`config.mk`:
```
export PLATFORM = sky130hd
export DESIGN_NAME = picomips_ctrl_flat
export DESIGN_NICKNAME = d
export VERILOG_FILES = /design/src/rtl/picomips_pkg.sv /design/src/rtl/picomips_if.sv /design/src/rtl/picomips_branch_eval.sv /design/src/rtl/picomips_ctrl.sv /design/src/flat_wrapper.sv
export VERILOG_INCLUDE_DIRS = /design/src /design/src/rtl
export SDC_FILE = /design/constraint.sdc
export NUM_CORES = 1
export LEC_CHECK = 0
export BUFFER_PORTS_ARGS = -buffer_cell sky130_fd_sc_hd__buf_2
export CORE_MARGIN = 10
export CORE_UTILIZATION = 40
export CTS_CLUSTER_SIZE = 25
export DETAILED_ROUTE_END_ITERATION = 10
export PLACE_DENSITY_LB_ADDON = 0.12
export SLEW_MARGIN = 20
export SYNTH_ARGS = -nofsm -noshare
export SYNTH_HDL_FRONTEND = slang
export SYNTH_SLANG_ARGS = --single-unit
```
`constraint.sdc`:
```
create_clock -name clk -period 2.33 [get_ports clk]
set_clock_uncertainty 0.05 [all_clocks]
set_input_delay 0.3495 -clock clk [delete_from_list [all_inputs] [get_ports clk]]
set_output_delay 0.3495 -clock clk [all_outputs]
set_load 0.02 [all_outputs]
```
`src/rtl/alucodes.sv`:
```
// picoMIPS ALU function codes shared by the control unit and the ALU.
// Guarded so that a project-wide copy of the same macros takes precedence.
`ifndef ALUCODES_SV
`define ALUCODES_SV
`define RA   3'b000
`define RB   3'b001
`define RADD 3'b010
`define RSUB 3'b011
`define RAND 3'b100
`define ROR  3'b101
`define RXOR 3'b110
`define RNOR 3'b111
`endif

```
`src/rtl/picomips_pkg.sv`:
```
// picoMIPS control package: opcodes, FSM states, field positions
// and per-opcode decode helpers.
`include "alucodes.sv"

package picomips_pkg;

  localparam int OPW = 4;

  localparam int FLAG_V = 3;
  localparam int FLAG_N = 2;
  localparam int FLAG_Z = 1;
  localparam int FLAG_C = 0;

  typedef enum logic [3:0] {
    OP_NOP  = 4'd0,
    OP_ADD  = 4'd1,
    OP_ADDI = 4'd2,
    OP_SUB  = 4'd3,
    OP_SUBI = 4'd4,
    OP_AND  = 4'd5,
    OP_OR   = 4'd6,
    OP_XOR  = 4'd7,
    OP_NOR  = 4'd8,
    OP_MOV  = 4'd9,
    OP_MOVI = 4'd10,
    OP_BEQ  = 4'd11,
    OP_BNE  = 4'd12,
    OP_BCS  = 4'd13,
    OP_J    = 4'd14,
    OP_HALT = 4'd15
  } opcode_t;

  typedef enum logic [1:0] {
    FETCH  = 2'd0,
    DECODE = 2'd1,
    EXEC   = 2'd2,
    HALT   = 2'd3
  } state_t;

  function automatic int isize(int n, int rbits);
    return OPW + 2 * rbits + n;
  endfunction

  function automatic logic [2:0] func_of(opcode_t op);
    logic [2:0] f;
    f = `RA;
    unique case (op)
      OP_ADD, OP_ADDI: f = `RADD;
      OP_SUB, OP_SUBI: f = `RSUB;
      OP_AND:          f = `RAND;
      OP_OR:           f = `ROR;
      OP_XOR:          f = `RXOR;
      OP_NOR:          f = `RNOR;
      OP_MOV, OP_MOVI: f = `RB;
      default:         f = `RA;
    endcase
    return f;
  endfunction

  function automatic logic b_is_imm(opcode_t op);
    return op inside {OP_ADDI, OP_SUBI, OP_MOVI};
  endfunction

  function automatic logic writes_rd(opcode_t op);
    return op inside {[OP_ADD:OP_MOVI]};
  endfunction

  function automatic logic sets_flags(opcode_t op);
    return op inside {[OP_ADD:OP_NOR]};
  endfunction

  function automatic logic can_ovf(opcode_t op);
    return op inside {[OP_ADD:OP_SUBI]};
  endfunction

endpackage

```
`src/rtl/picomips_if.sv`:
```
// Control-side bus of picoMIPS: imem fetch handshake plus the
// ALU/regfile control and flag return signals.
interface picomips_if #(
  parameter int n     = 8,
  parameter int Psize = 6,
  parameter int Rbits = 3
);

  localparam int Isize = 4 + 2 * Rbits + n;

  logic             imem_req;
  logic [Psize-1:0] imem_addr;
  logic             imem_valid;
  logic [Isize-1:0] imem_data;
  logic [2:0]       alu_func;
  logic             alu_b_sel;
  logic [n-1:0]     imm;
  logic [Rbits-1:0] rd;
  logic [Rbits-1:0] rs;
  logic             reg_we;
  logic [3:0]       alu_flags;

  modport master (
    output imem_req,
    output imem_addr,
    input  imem_valid,
    input  imem_data,
    output alu_func,
    output alu_b_sel,
    output imm,
    output rd,
    output rs,
    output reg_we,
    input  alu_flags
  );

  modport slave (
    input  imem_req,
    input  imem_addr,
    output imem_valid,
    output imem_data,
    input  alu_func,
    input  alu_b_sel,
    input  imm,
    input  rd,
    input  rs,
    input  reg_we,
    output alu_flags
  );

endinterface

```
`src/rtl/picomips_branch_eval.sv`:
```
// Next-PC logic: conditional branches on the flag register, jumps,
// and sequential increment, all modulo 2**Psize.
module picomips_branch_eval
  import picomips_pkg::*;
#(
  parameter int n     = 8,
  parameter int Psize = 6
) (
  input  opcode_t          op,
  input  logic [3:0]       flagreg,
  input  logic [Psize-1:0] pc,
  input  logic [n-1:0]     imm,
  output logic [Psize-1:0] npc
);

  logic             take;
  logic             is_j;
  logic [Psize-1:0] off;
  logic             unused_bits;

  assign unused_bits = ^{flagreg[FLAG_V], flagreg[FLAG_N], imm};

  always_comb begin
    take = 1'b0;
    unique case (op)
      OP_BEQ:  take = flagreg[FLAG_Z];
      OP_BNE:  take = !flagreg[FLAG_Z];
      OP_BCS:  take = flagreg[FLAG_C];
      default: take = 1'b0;
    endcase
  end

  assign is_j = (op == OP_J);
  assign off  = Psize'($signed(imm));

  always_comb begin
    npc = pc + Psize'(1);
    unique case (1'b1)
      take:    npc = pc + off;
      is_j:    npc = Psize'(imm);
      default: npc = pc + Psize'(1);
    endcase
  end

endmodule

```
`src/rtl/picomips_ctrl.sv`:
```
// picoMIPS multi-cycle fetch/decode/exec control unit.
// Build option: PICOMIPS_OVF_TRAP_EN enables the signed-overflow trap.
module picomips_ctrl
  import picomips_pkg::*;
#(
  parameter int n     = 8,
  parameter int Psize = 6,
  parameter int Rbits = 3
) (
  input  logic        clk,
  input  logic        n_reset,
  picomips_if.master  bus,
  output logic        halted,
  output logic        trap
);

  localparam int Isize = isize(n, Rbits);
  localparam int RD_HI = Isize - OPW - 1;
  localparam int RS_HI = RD_HI - Rbits;

  state_t           state;
  state_t           state_n;
  logic [Psize-1:0] pc;
  logic [Psize-1:0] pc_n;
  logic [Psize-1:0] npc;
  logic [3:0]       flagreg;
  logic [Isize-1:0] ir;

  opcode_t          ir_op;
  logic [Rbits-1:0] ir_rd;
  logic [Rbits-1:0] ir_rs;
  logic [n-1:0]     ir_imm;

  opcode_t          op_q;
  logic [2:0]       func_q;
  logic             bsel_q;
  logic [n-1:0]     imm_q;
  logic [Rbits-1:0] rd_q;
  logic [Rbits-1:0] rs_q;
  logic             ovf;

  assign ir_op  = opcode_t'(ir[Isize-1 -: OPW]);
  assign ir_rd  = ir[RD_HI -: Rbits];
  assign ir_rs  = ir[RS_HI -: Rbits];
  assign ir_imm = ir[n-1:0];

  picomips_branch_eval #(
    .n     (n),
    .Psize (Psize)
  ) u_branch (
    .op      (op_q),
    .flagreg (flagreg),
    .pc      (pc),
    .imm     (imm_q),
    .npc     (npc)
  );

`ifdef PICOMIPS_OVF_TRAP_EN
  logic trap_q;

  // Overflow is judged on the flags the ALU returns during this EXEC.
  assign ovf  = (state == EXEC) && can_ovf(op_q)
              && bus.alu_flags[FLAG_V];
  assign trap = trap_q;
`else
  assign ovf  = 1'b0;
  assign trap = 1'b0;
`endif

  always_comb begin
    state_n = state;
    pc_n    = pc;
    unique case (state)
      FETCH: begin
        if (bus.imem_valid) state_n = DECODE;
      end
      DECODE: state_n = EXEC;
      EXEC: begin
        if (ovf || op_q == OP_HALT) begin
          state_n = HALT;
        end else begin
          state_n = FETCH;
          pc_n    = npc;
        end
      end
      HALT:    state_n = HALT;
      default: state_n = FETCH;
    endcase
  end

  always_ff @(posedge clk) begin
    if (!n_reset) begin
      state   <= FETCH;
      pc      <= '0;
      flagreg <= '0;
      ir      <= '0;
      op_q    <= OP_NOP;
      func_q  <= `RA;
      bsel_q  <= 1'b0;
      imm_q   <= '0;
      rd_q    <= '0;
      rs_q    <= '0;
    end else begin
      state <= state_n;
      pc    <= pc_n;
      if (state == FETCH && bus.imem_valid) ir <= bus.imem_data;
      if (state == DECODE) begin
        op_q   <= ir_op;
        func_q <= func_of(ir_op);
        bsel_q <= b_is_imm(ir_op);
        imm_q  <= ir_imm;
        rd_q   <= ir_rd;
        rs_q   <= ir_rs;
      end
      if (state == EXEC && sets_flags(op_q)) begin
        flagreg <= bus.alu_flags;
      end
    end
  end

`ifdef PICOMIPS_OVF_TRAP_EN
  always_ff @(posedge clk) begin
    if (!n_reset) begin
      trap_q <= 1'b0;
    end else if (ovf) begin
      trap_q <= 1'b1;
    end
  end
`endif

  // Held low while reset is asserted so nothing leaks out mid-reset.
  assign bus.imem_req  = n_reset && (state == FETCH);
  assign bus.imem_addr = pc;
  assign bus.reg_we    = n_reset && (state == EXEC)
                       && writes_rd(op_q) && !ovf;
  assign bus.alu_func  = func_q;
  assign bus.alu_b_sel = bsel_q;
  assign bus.imm       = imm_q;
  assign bus.rd        = rd_q;
  assign bus.rs        = rs_q;
  assign halted        = (state == HALT);

endmodule

```
`src/flat_wrapper.sv`:
```
// flat-port wrapper written by rule: the top's interface ports become plain ports
module picomips_ctrl_flat import picomips_pkg::*;
#(
  parameter int n     = 8,
  parameter int Psize = 6,
  parameter int Rbits = 3
)
  (clk, n_reset, halted, trap, bus_imem_req, bus_imem_addr, bus_imem_valid, bus_imem_data, bus_alu_func, bus_alu_b_sel, bus_imm, bus_rd, bus_rs, bus_reg_we, bus_alu_flags);
  picomips_if #(.n(n), .Psize(Psize), .Rbits(Rbits)) bus_i ();
  input  logic clk;
  input  logic n_reset;
  output logic halted;
  output logic trap;
  output wire logic [$bits(bus_i.imem_req)-1:0] bus_imem_req;
  output wire logic [$bits(bus_i.imem_addr)-1:0] bus_imem_addr;
  input wire logic [$bits(bus_i.imem_valid)-1:0] bus_imem_valid;
  input wire logic [$bits(bus_i.imem_data)-1:0] bus_imem_data;
  output wire logic [$bits(bus_i.alu_func)-1:0] bus_alu_func;
  output wire logic [$bits(bus_i.alu_b_sel)-1:0] bus_alu_b_sel;
  output wire logic [$bits(bus_i.imm)-1:0] bus_imm;
  output wire logic [$bits(bus_i.rd)-1:0] bus_rd;
  output wire logic [$bits(bus_i.rs)-1:0] bus_rs;
  output wire logic [$bits(bus_i.reg_we)-1:0] bus_reg_we;
  input wire logic [$bits(bus_i.alu_flags)-1:0] bus_alu_flags;
  assign bus_imem_req = bus_i.imem_req;
  assign bus_imem_addr = bus_i.imem_addr;
  assign bus_i.imem_valid = bus_imem_valid;
  assign bus_i.imem_data = bus_imem_data;
  assign bus_alu_func = bus_i.alu_func;
  assign bus_alu_b_sel = bus_i.alu_b_sel;
  assign bus_imm = bus_i.imm;
  assign bus_rd = bus_i.rd;
  assign bus_rs = bus_i.rs;
  assign bus_reg_we = bus_i.reg_we;
  assign bus_i.alu_flags = bus_alu_flags;
  picomips_ctrl #(.n(n), .Psize(Psize), .Rbits(Rbits)) u_core (.clk(clk), .n_reset(n_reset), .bus(bus_i), .halted(halted), .trap(trap));
endmodule
```
## After elaboration in Yosys (flattened, before gate mapping)

Memory sizes are Yosys's and may differ from the RTL's. A register that Yosys moved wholly into a read port is not among the register bits.
Cells that the tools add are included.

| storage, ports and cells | value |
|---|---|
| bits in registers | 47 |
| bits in read-only memories | 48 |
| bits of input ports | 25 |
| word-level logic and storage cells | 45 |
| memories kept | 1 |

Memories:

| memory | words | width | rd ports | clocked after memory_dff | wr ports | line | RTL |
|---|---|---|---|---|---|---|---|
| (no name shown) | 16 | 3 | 1 | 1 | 0 | picomips_pkg.sv:47 | `unique case (op)` |

| cells by class | value |
|---|---|
| add/subtract/negate cells | 2 |
| magnitude comparators | 3 |
| eq/ne operators | 12 |
| mux-type cells | 5 |
| bitwise logic cells | 1 |
| reductions and logical operators | 12 |

Operators by type and width:

| kind | count |
|---|---|
| $eq A4 B4 Y1 const B | 6 |
| $pmux W6 S2 | 1 |
| $le A4 B4 Y1 const B | 2 |
| $pmux W2 S4 | 1 |
| $logic_and A1 B1 Y1 | 7 |
| $add A6 B1 Y6 const B | 1 |
| $add A6 B6 Y6 | 1 |
| $eq A2 B2 Y1 const B | 2 |
| $eq A4 B2 Y1 const B | 1 |
| $eq A4 B3 Y1 const B | 1 |
| $ge A4 B1 Y1 const B | 1 |
| $mux W2 | 2 |
| $pmux W1 S3 | 1 |
| $reduce_bool A3 Y1 | 1 |
| $eq A2 B1 Y1 const B | 1 |
| $logic_not A1 Y1 | 2 |
| $logic_not A2 Y1 | 1 |
| $ne A2 B2 Y1 const B | 1 |
| $reduce_and A2 Y1 | 1 |
| $not A1 Y1 | 1 |

## Depth between registers and ports, before layout

| logic depth | value |
|---|---|
| word-level depth | 3 |
| mapped depth | 14 |

## Cells and area by module

From an unflattened synthesis, not the netlist that was laid out.

| unflattened totals | value |
|---|---|
| cell total of the unflattened synthesis | 283 |
| area, all modules | 2588.7 um2 |

Modules (own cells, without submodules):

| module | times used | cells an instance | area each (um2) |
|---|---|---|---|
| picomips_ctrl | 1 | 234 | 2210.9 |
| picomips_branch_eval | 1 | 49 | 377.9 |

## Least setup slack after synthesis

No wires, ideal clock.

| path | value |
|---|---|
| path type | reg-to-reg |
| start | reg u_core.op_q[0] |
| end | reg u_core.pc[4], in the netlist u_core.bus.imem_addr[4] |
| arrival | 2.415 ns |
| slack | -0.214 ns |
| cell stages (with the launch flop) | 15 |
| path buffers | 1 |
| path through | dfxtp_1 > buf_6 > and2_1 > nor2_1 > nor3b_1 > o21a_1 > nand2b_1 > ha_1 > inv_1 > fa_1 > nor2b_1 > o21ai_1 > nor4bb_1 > or3_1 > a211oi_2 |

| between the ends | value |
|---|---|
| cells in the longest elaborated chain, start to end | 3 |
| elaborated cells on any way between the ends | 9 |
| classes of those cells | eq/ne (5); mux (2); bitwise (1); reduce/logical (1) |

Ends and longest elaborated chain:

| element | line | RTL |
|---|---|---|
| start: declaration | picomips_ctrl.sv:34 | `opcode_t op_q;` |
| start signal: assignment | picomips_ctrl.sv:108 | `op_q <= ir_op;` |
| $eq A4 B4 Y1, on equally long branches | picomips_branch_eval.sv:25, picomips_ctrl.sv:79 |  |
| $pmux W1 S3 / $not A1 Y1 (equally long branches) | n/a |  |
| $pmux W6 S2 / $reduce_and A2 Y1 (equally long branches) | n/a |  |
| end signal: assignment | picomips_ctrl.sv:105 | `pc <= pc_n;` |
| end: declaration | picomips_ctrl.sv:23 | `logic [Psize-1:0] pc;` |

Parallel ways exist; a longest one is shown, timed or not.
A chain may end at the register's enable or synchronous reset.

## Worst setup path after layout

| path | value |
|---|---|
| start | reg u_core.op_q[2] |
| end | reg u_core.pc[4], in the netlist u_core.bus.imem_addr[4] |

The elaborated chain is that of the path after synthesis.

==> summary.log <==
[critical_path] crit-path max FO 5
[sta] setup tns final -0.1569 ns
[placed_design] detailed-placement wirelength estimate 4031 um
[layout] # nets final 384
[die] height of the chip 96.97 um
[sta] time the worst path needs with I/O delays and setup 2.444 ns
[die] Die X-Extent 96.97 um
[sta] Hold Fails Final Rpt 0
[layout] number of filler instances in the final layout 563
[placed_design] count of input and output buffers 49
[grt] number of global-route vias before repair 2073
[placed_design] weighted congestion at the end of routability-driven global placement 0.7762
[die] Std-Cell Rows 27
[yosys] Cell Area, Synth 2370 um2
[cts] Clk Latency, worst-skew pair 0.30 ns
[cts] clock transition time at the flip-flop clock pins of the worst setup and hold paths 0.10 ns
[grt] antenna violations before repair 0
[yosys] number of different library cells in the post-synthesis netlist 46
[critical_path] data arrival time of the worst path 2.62 ns
[power_and_ir_drop] standby leakage power 1.267 nW
[layout] diode insertion count for antenna repair 0
[grt] wire length of the first global-routing pass 9701 um
[die] die area 9403 um2
[cts] Root Driver sky130_fd_sc_hd__clkbuf_8
[hold_path] hold endpoint u_core.ir[11]
[yosys] number of synthesized flops with an enable pin 0
[critical_path] Worst R2R Start u_core.op_q[2]
[die] Initial Util 42.00%
[hold_path] start point of the worst hold path bus_imem_data[11]
[yosys] average cell area after synthesis 7.926 um2
[yosys] sequential share of the synthesized area 42.24%
[yosys] cell count after synthesis 299
[critical_path] worst setup path class flop to flop
[die] ports placed on the boundary 53
[critical_path] critical path endpoint category flop
[critical_path] Critical Path RT 2.51 ns
[sta] unrepaired setup endpoints after global routing true
[yosys] Async SR Flop Fraction 0%
[drt] vias after detailed routing 2122
[power_and_ir_drop] worst vdd rail ir drop 0.3312 mV
[critical_path] sort of element at the start of the critical path flop
[run] Max-cap violations 0
[drt] average routed wire per standard cell 13.67 um
[yosys] Ys Warns 0
[yosys] synthesized net count 333
[sta] Tightest Pin Transition 0.7044 ns
[sta] final setup margin -0.1138 ns
[yosys] Main synth FF type sky130_fd_sc_hd__dfxtp_1
[cts] clock tree from TritonCTS yes
[drt] Antenna Violating Nets Remaining 0
[layout] most common cell after layout, fill and taps aside sky130_fd_sc_hd__nand2_1
[cts] Max Root-Sink Buffers 2
[status] outcome finished with violations
[sta] final slew viol count 0
[grt] total routing resource utilization after global routing 11.82%
[power_and_ir_drop] total power draw 1.693 mW
[grt] GRT overflow 0
[die] Core Area 5642 um2
[cts] number of buffers created by CTS 5
[drt] DRC violation count after routing 0
[cts] maximum level of the CTS H-tree 2
[status] violations in the final reports negative setup slack
[placed_design] post-placement worst setup slack -0.1812 ns
[power_and_ir_drop] total power density per cell area 590.9 nW/um2
[critical_path] Register-to-Register Setup Slack -0.11 ns
[sta] final setup vio count 2
[grt] pin count of the biggest net entering global routing 51
[sta] final worst path period share 104.9%
[layout] commonest non-fill, non-tap cells in the layout sky130_fd_sc_hd__nand2_1, sky130_fd_sc_hd__buf_2, sky130_fd_sc_hd__dfxtp_1, sky130_fd_sc_hd__a21oi_1, sky130_fd_sc_hd__nor2_1
[drt] first-pass iteration count of the detailed router 4
[drt] Starting DRT DRC Count 93
[cts] Post-CTS Hold Fix Bufs 0
[hold_path] Hold Path Class input pin to flop
[sta] Fmax 409.2 MHz
[drt] Detailed Route WL 5784 um
[critical_path] Worst R2R Path Depth 11
[cts] clock sink count 50
[drt] vias per cell 5.017
[yosys] Seq cells post-synth 50
[hold_path] worst hold stages 3
[layout] synth-to-layout area growth 20.91%
[critical_path] worst flop-to-flop path endpoint u_core.bus.imem_addr[4]
[layout] share of layout cells above drive strength 1 25.93%
[sta] Rel. slew slack 53.04%
critical path: stages (launching register included):
cell	delay, ns
sky130_fd_sc_hd__dfxtp_1	0.38
sky130_fd_sc_hd__and4b_1	0.21
sky130_fd_sc_hd__o21a_2	0.25
sky130_fd_sc_hd__nand2b_1	0.08
sky130_fd_sc_hd__ha_2	0.18
sky130_fd_sc_hd__inv_2	0.04
sky130_fd_sc_hd__fa_2	0.33
sky130_fd_sc_hd__nor2b_1	0.11
sky130_fd_sc_hd__o21ai_1	0.08
sky130_fd_sc_hd__nor4bb_1	0.13
sky130_fd_sc_hd__or3_1	0.36
sky130_fd_sc_hd__a211oi_2	0.17
kinds of logic after synthesis:
family,Yosys count,synth area share [%]
buffers and inverters,28,6.124
DFF,50,42.24
other,1,0.1582
and+or+nand+nor,130,25.61
muxes,5,2.112
AOI/OAI and AO/OA,73,17.58
xor gates and xnor gates,3,1.109
adders and majority gates,9,5.069
power breakdown:
group / switching, mW / internal [mW]
sequential: 0.0301 / 0.893
clock: 0.308 / 0.245
combinational: 0.133 / 0.0835
total: 0.471 / 1.22
final cells by class:
| type | count | area (um2) | area share, % |
|---|---|---|---|
| Multi-Input combinational cell | 221 | 1280 | 44.67 |
| Inverter | 7 | 26.28 | 0.9170 |
| Tap cell | 72 | 90.09 | 3.144 |
| Clock inverter | 2 | 16.27 | 0.5677 |
| Clock buffer | 6 | 82.58 | 2.882 |
| Sequential cell | 50 | 1005 | 35.07 |
| Timing Repair Buffer | 65 | 365.4 | 12.75 |
how the worst max path moves through the flow:
| stage | startpoint | to | slack [ns] |
|---|---|---|---|
| 2_1_floorplan | u_core.op_q[0] | u_core.bus.imem_addr[4] | -0.15 |
| 3_3_place_gp | u_core.op_q[0] | u_core.bus.imem_addr[4] | -0.17 |
| 3_5_place_dp | u_core.op_q[0] | u_core.bus.imem_addr[4] | -0.18 |
| 4_1_cts | u_core.flagreg[0] | u_core.bus.imem_addr[4] | -0.14 |
| 5_1_grt | u_core.op_q[0] | u_core.bus.imem_addr[4] | -0.24 |
| 6_report | u_core.op_q[2] | u_core.bus.imem_addr[4] | -0.11 |
synthesized netlist by cell type, types with 2 or more instances:
library cell / instances / area (um2)
sky130_fd_sc_hd__nor3_1: 3 / 15.01
sky130_fd_sc_hd__ha_1: 8 / 100.1
sky130_fd_sc_hd__clkbuf_1: 6 / 22.52
sky130_fd_sc_hd__and3_1: 2 / 12.51
sky130_fd_sc_hd__mux2i_1: 5 / 50.05
sky130_fd_sc_hd__o21ai_0: 6 / 30.03
sky130_fd_sc_hd__and4b_1: 2 / 20.02
sky130_fd_sc_hd__nor2_1: 19 / 71.32
sky130_fd_sc_hd__and2_1: 8 / 50.05
sky130_fd_sc_hd__buf_4: 2 / 15.01
sky130_fd_sc_hd__o221ai_1: 3 / 26.28
sky130_fd_sc_hd__inv_1: 6 / 22.52
sky130_fd_sc_hd__nand2b_1: 4 / 25.02
sky130_fd_sc_hd__nor2b_1: 2 / 12.51
sky130_fd_sc_hd__a211oi_1: 5 / 37.54
sky130_fd_sc_hd__buf_2: 11 / 55.05
sky130_fd_sc_hd__dfxtp_1: 50 / 1001
sky130_fd_sc_hd__nand2_1: 77 / 289.0
sky130_fd_sc_hd__o21a_1: 2 / 15.01
sky130_fd_sc_hd__a21o_1: 2 / 15.01
sky130_fd_sc_hd__xnor2_1: 2 / 17.52
sky130_fd_sc_hd__nand3b_1: 2 / 15.01
sky130_fd_sc_hd__a21oi_1: 45 / 225.2
sky130_fd_sc_hd__o21ai_1: 5 / 25.02
flip-flops by register name, summed over array words and instances, names as in the netlist:
| register | cells |
|---|---|
| u_core.bus.imm | 8 |
| u_core.bus.rd | 3 |
| u_core.bus.imem_addr | 6 |
| u_core.state | 2 |
| u_core.flagreg | 2 |
| u_core.bus.alu_b_sel | 1 |
| u_core.bus.rs | 3 |
| u_core.op_q | 4 |
| u_core.ir | 18 |
| u_core.bus.alu_func | 3 |
routing by layer:
| layer | share of wire [%] | vias to the layer above | global-route usage [%] |
|---|---|---|---|
| met5 | 0 | - | 0 |
| met4 | 0.76 | 0 | 3.157 |
| met3 | 5.9 | 4 | 4.187 |
| met2 | 46 | 39 | 19.07 |
| met1 | 48 | 975 | 14.46 |
| li1 | - | 1104 | - |
through the flow:
| step | utilization (%) | cells | area (um2) | hold slack (ns) |
|---|---|---|---|---|
| after detailed placement | 47.75 | 412 | 2694 | 0.3924 |
| after CTS | 49.61 | 420 | 2799 | 0.2150 |
| after global placement | 47.75 | 412 | 2694 | 0.3887 |
| after floorplan | - | 299 | 2380 | 0.3821 |
| final | 50.79 | 423 | 2865 | 0.2180 |
| after global routing | 50.79 | 423 | 2865 | 0.2199 |
repair_timing:
action / 4_1_cts / 5_1_grt
gates resized for setup: 4 / 10
setup endpoints to repair: 4 / 4
setup buffers: 0 / 3
hold endpoints to repair: 0 / 0
pin swaps: 5 / 6
(Power assumes the default switching activity.)
